[src/rtl/led_chaser_pwm.sv]
// rtl/led_chaser_pwm.sv - multi-channel LED chase animator with PWM cross-fade
//
// A prescaled fractional position sweeps a "head" across N_CH channels. The
// channel under the head is fully lit and its neighbours cross-fade with the
// fractional part of the position.
//
// Ports:
//   clk    - system clock
//   rst    - synchronous active-high reset
//   hold   - 1 freezes position and prescaler; PWM keeps running
//   mode   - 0 bounce, 1 wrap, 2 single-dot bounce, 3 off
//   led    - registered PWM outputs, bit i = channel i
//   seg_o  - current head channel index
//   dir_o  - 0 ascending, 1 descending
//   tick_o - one-cycle pulse after each position step
module led_chaser_pwm #(
  parameter int N_CH   = 8,
  parameter int PWM_W  = 10,
  parameter int FRAC_W = 10,
  parameter int DIV    = 16384,
  localparam int SEG_W = (N_CH > 2) ? $clog2(N_CH) : 1
) (
  input  logic             clk,
  input  logic             rst,
  input  logic             hold,
  input  logic [1:0]       mode,
  output logic [N_CH-1:0]  led,
  output logic [SEG_W-1:0] seg_o,
  output logic             dir_o,
  output logic             tick_o
);

  localparam int POS_W = SEG_W + FRAC_W;
  localparam int PRE_W = (DIV > 1) ? $clog2(DIV) : 1;
  localparam logic [PRE_W-1:0] PRE_LAST = PRE_W'(DIV - 1);
  localparam logic [POS_W-1:0] POS_MAX  = POS_W'(N_CH * (2 ** FRAC_W) - 1);
  localparam logic [PWM_W-1:0] BMAX     = '1;

  localparam logic [1:0] M_WRAP   = 2'd1;
  localparam logic [1:0] M_SINGLE = 2'd2;
  localparam logic [1:0] M_OFF    = 2'd3;

  logic [PRE_W-1:0] pre;
  logic [POS_W-1:0] pos;
  logic             dir;
  logic [PWM_W-1:0] pwm_ctr;
  logic [PWM_W-1:0] bright     [N_CH];
  logic [PWM_W-1:0] bright_nxt [N_CH];
  logic             step;
  logic [SEG_W-1:0] seg;
  logic [PWM_W-1:0] f;

  // A held terminal count does not step; the prescaler simply waits at DIV-1.
  assign step  = (pre == PRE_LAST) && !hold;
  assign seg   = pos[POS_W-1 -: SEG_W];
  assign f     = pos[FRAC_W-1 -: PWM_W];
  assign seg_o = seg;
  assign dir_o = dir;

  always_ff @(posedge clk) begin
    if (rst) begin
      pre    <= '0;
      tick_o <= 1'b0;
    end else begin
      tick_o <= step;
      if (!hold) begin
        pre <= step ? '0 : pre + 1'b1;
      end
    end
  end

  // Wrap mode clears dir on every cycle so a later switch back to bounce
  // always resumes ascending.
  always_ff @(posedge clk) begin
    if (rst) begin
      pos <= '0;
      dir <= 1'b0;
    end else if (mode == M_WRAP) begin
      dir <= 1'b0;
      if (step) begin
        pos <= (pos == POS_MAX) ? '0 : pos + 1'b1;
      end
    end else if (step) begin
      if (!dir) begin
        if (pos == POS_MAX) begin
          dir <= 1'b1;
          pos <= POS_MAX - 1'b1;
        end else begin
          pos <= pos + 1'b1;
        end
      end else begin
        if (pos == '0) begin
          dir <= 1'b0;
          pos <= POS_W'(1);
        end else begin
          pos <= pos - 1'b1;
        end
      end
    end
  end

  // Head channel full, channel above fades in with f, channel below fades out.
  // Wrap mode closes the ring so channels 0 and N_CH-1 are neighbours.
  always_comb begin
    for (int i = 0; i < N_CH; i++) begin
      bright_nxt[i] = '0;
      if (mode == M_OFF) begin
        bright_nxt[i] = '0;
      end else if (int'(seg) == i) begin
        bright_nxt[i] = BMAX;
      end else if (mode == M_SINGLE) begin
        bright_nxt[i] = '0;
      end else if ((int'(seg) == i - 1) ||
                   (mode == M_WRAP && i == 0 && int'(seg) == N_CH - 1)) begin
        bright_nxt[i] = f;
      end else if ((int'(seg) == i + 1) ||
                   (mode == M_WRAP && i == N_CH - 1 && int'(seg) == 0)) begin
        bright_nxt[i] = BMAX - f;
      end
    end
  end

  always_ff @(posedge clk) begin
    if (rst) begin
      pwm_ctr <= '0;
      led     <= '0;
      for (int i = 0; i < N_CH; i++) begin
        bright[i] <= '0;
      end
    end else begin
      pwm_ctr <= pwm_ctr + 1'b1;
      for (int i = 0; i < N_CH; i++) begin
        bright[i] <= bright_nxt[i];
        led[i]    <= (pwm_ctr < bright[i]);
      end
    end
  end

endmodule

[config.mk]
export PLATFORM = sky130hd
export DESIGN_NAME = led_chaser_pwm
export DESIGN_NICKNAME = d
export VERILOG_FILES = /design/src/rtl/led_chaser_pwm.sv
export SDC_FILE = /design/constraint.sdc
export NUM_CORES = 1
export LEC_CHECK = 0
export ABC_CLOCK_PERIOD_IN_PS = 1910
export CAP_MARGIN = 30
export CORE_MARGIN = 4
export CORE_UTILIZATION = 40
export DETAILED_ROUTE_END_ITERATION = 6
export HOLD_SLACK_MARGIN = 0.15
export PLACE_DENSITY = 0.57
export SLEW_MARGIN = 25
export SYNTH_ARGS = -nofsm -noshare
export SYNTH_HDL_FRONTEND = slang
export SYNTH_SLANG_ARGS = --single-unit
[constraint.sdc]
create_clock -name clk -period 1.91 [get_ports clk]
set_input_delay 0.573 -clock clk [delete_from_list [all_inputs] [get_ports clk]]
set_output_delay 0.573 -clock clk [all_outputs]
set_load 0.01 [all_outputs]
==> impl_metrics.env <==
export IMPL_ys_seq_area_frac=0.3476
export IMPL_critPathKind="flop to flop"
export IMPL_drive_above_1_share=0.2463
export IMPL_required_ps=2250
export IMPL_hpwl_mm=15.29
export IMPL_async_reset_ff_frac=0
export IMPL_drt_iter0_markers=418
export IMPL_fmax_ghz=0.5133
export IMPL_setup_violations=1
export IMPL_crit_fanout=3
export IMPL_die_h_um=143.2
export IMPL_clk_path_buf_depth=2
export IMPL_synth_area_leader_cell="dfxtp_1"
export IMPL_grt_pass1_vias=6336
export IMPL_cts_num_sinks=127
export IMPL_crit_arrival_ps=2290
export IMPL_synth_top_family_by_area="compound AO/OA/AOI/OAI gates"
export IMPL_drcViolationCount=0
export IMPL_routed_wirelength_mm=21.15
export IMPL_r2r_setup_slack_ps=-40
export IMPL_pin_count=18
export IMPL_synth_nets=960
export IMPL_vias_per_cell=5.383
export IMPL_diodes=0
export IMPL_synth_compound_area_frac=0.2169
export IMPL_worst_pin_slew_ps=707.4
export IMPL_start_util=0.4071
export IMPL_place_ws_ps=-544.1
export IMPL_syn_inst=878
export IMPL_synth_ff_type="dfxtp_1"
export IMPL_hold_violations=0
export IMPL_drtPass1Iterations=5
export IMPL_die_x_um=143.2
export IMPL_synth_simple_area_share=0.1981
export IMPL_detail_route_antenna_nets=0
export IMPL_clk_pin_slew_ps=60
export IMPL_fin_skew_ps=6.162
export IMPL_hp_class="flop to flop"
export IMPL_syn_area_um2=7313
export IMPL_postCtsHoldBufs=0
export IMPL_synth_top_area_share=0.3476
export IMPL_synth_seq_cells=127
export IMPL_drv_slew=0
export IMPL_finalCritPeriodShare=1.020
export IMPL_layout_setup_ws_ps=-38.30
export IMPL_wire_per_inst_um=17.06
export IMPL_track_usage=0.2118
export IMPL_nets=1081
export IMPL_antenna_found_initial=0
export IMPL_grt_overflow=0
export IMPL_insertion_delay_ps=430
export IMPL_htree_levels=4
export IMPL_slew_headroom=0.5274
export IMPL_area_growth_pct=31.87
export IMPL_critPathLaunchType="flop"
export IMPL_total_power_mw=6.315
export IMPL_outcome="complete, but fails checks"
export IMPL_yosys_warnings=0
export IMPL_crit_path_end_kind="flop"
export IMPL_vdd_drop_max_mv=0.5672
export IMPL_grt_max_degree=41
export IMPL_p_leak_nw=3.868
export IMPL_cts_root_buf="clkbuf_16"
export IMPL_via_count=6675
export IMPL_setup_tns_ps=-38.30
export IMPL_cts_tree="done"
export IMPL_violations="negative setup slack"
export IMPL_cts_buffers=17
export IMPL_fin_util=0.5369
export IMPL_maxCapViolations=0
export IMPL_synth_edf_count=0
export IMPL_fin_crit_ps=1948
export IMPL_place_congestion=0.9540
export IMPL_synth_avg_cell_area_um2=8.329
export IMPL_rows=49
export IMPL_synth_adder_area_share=0.1317
export IMPL_synthTopCellsByArea="dfxtp_1, ha_1, nor2_1, inv_1, a21oi_1"
export IMPL_synth_xor_area_frac=0.02754
export IMPL_grt_pass1_wl_mm=33.91
export IMPL_io_buffer_count=17
export IMPL_p_per_area_nw_per_um2=654.8
export IMPL_synthMuxAreaShare=0
export IMPL_core_um2=17960
export IMPL_dieArea_um2=20510
export IMPL_yosysUniqueCellTypes=66
export IMPL_rsz0062_at_grt="true"
## per-stage QoR
step,area (um2),cells,hold WS (ps)
floorplan,7348,878,468.9
global placement,8675,1204,489.7
detailed placement,8675,1204,496.4
CTS,9477,1236,506.3
global route,9644,1240,551.4
finish,9644,1240,505.4
## critical path, stage by stage (launching register included)
cell and delay [ps]:
dfxtp_4 370, inv_4 70, ha_4 130, or3b_4 400, or4_4 450, nor3_2 120
o21ai_1 90, a221oi_2 240
## synth_stat cells, drive strengths merged, types with 9 or more instances
| cell type | number |
|---|---|
| xor2 | 15 |
| a21oi | 48 |
| buf | 21 |
| nor3 | 24 |
| nor2 | 126 |
| dfxtp | 127 |
| o21ai | 45 |
| inv | 80 |
| o21a | 12 |
| nand2 | 21 |
| clkbuf | 39 |
| o22a | 20 |
| nor4 | 12 |
| ha | 77 |
| nand4 | 9 |
| a22oi | 21 |
| a211oi | 21 |
| nand3 | 22 |
| nand2b | 21 |
## placed cells by master, fill, tap and decap left out, types with 9 or more instances in the layout
| cell | Yosys | final |
|---|---|---|
| ha_1 | 77 | 70 |
| nand2b_1 | 21 | 21 |
| nand2_1 | 21 | 20 |
| inv_1 | 80 | 78 |
| o21ai_0 | 41 | 37 |
| o21a_1 | 12 | 12 |
| clkdlybuf4s50_1 | 0 | 10 |
| buf_12 | 0 | 9 |
| o22a_1 | 20 | 20 |
| a211oi_1 | 21 | 16 |
| nor2_1 | 126 | 124 |
| xor2_1 | 15 | 15 |
| buf_4 | 4 | 129 |
| a21oi_1 | 48 | 48 |
| nor3_1 | 20 | 18 |
| nand3_1 | 22 | 22 |
| clkbuf_16 | 0 | 17 |
| a22oi_1 | 21 | 21 |
| dfxtp_1 | 127 | 115 |
## logic make-up (layout without fill, tap and decap cells)
logic type | count (synthesis) | after routing
xor gates and xnor gates | 23 | 23
DFF | 127 | 127
and+or+nand+nor | 281 | 281
buffers and inverters | 141 | 274
adders and majority gates | 77 | 77
AOI/OAI and AO/OA | 229 | 229
## sequential cells by signal, indices dropped and copies added, names as in the netlist
signal	flops
bright	80
dir_o	1
led	8
pos	13
pre	14
pwm_ctr	10
tick_o	1
## cell type report
class	count	area, um2
Sequential cell	127	2570
Inverter	81	309.0
Multi-Input combinational cell	610	4497
Clock buffer	18	429.2
Timing Repair Buffer	162	1414
Fill cell	1686	8319
Clock inverter	13	138.9
Tap cell	229	286.5
## layer usage
layer	GRT usage	part of all wire	vias up
li1	-	-	3357
met1	0.2886	0.47	3092
met2	0.3304	0.45	178
met3	0.04253	0.045	48
met4	0.08375	0.031	0
met5	0	0	-
## timing repair
item	4_1_cts	5_1_grt
gates cloned	1	0
resized for setup	54	30
setup buffers	0	4
endpoints found under the setup margin	31	52
pin swaps	7	29
## path summary, 6_finish.rpt
kind	depth (start not counted)	to	start
worst min-delay path	2	pre[11]	pre[11]
worst max register to register	7	pos[8]	pos[0]
worst max-delay path	7	pos[8]	pos[0]
worst min register to register	2	pre[11]	pre[11]
## report_power, final
part           leakage (nW)  total, mW  switching [mW]  internal (mW)
combinational          2.55      0.434           0.223          0.212
clock                 0.276       3.17            1.26           1.91
sequential             1.04       2.71          0.0173           2.69
total                  3.87       6.32            1.50           4.82
No activity file was read; power rests on OpenSTA's default activity.
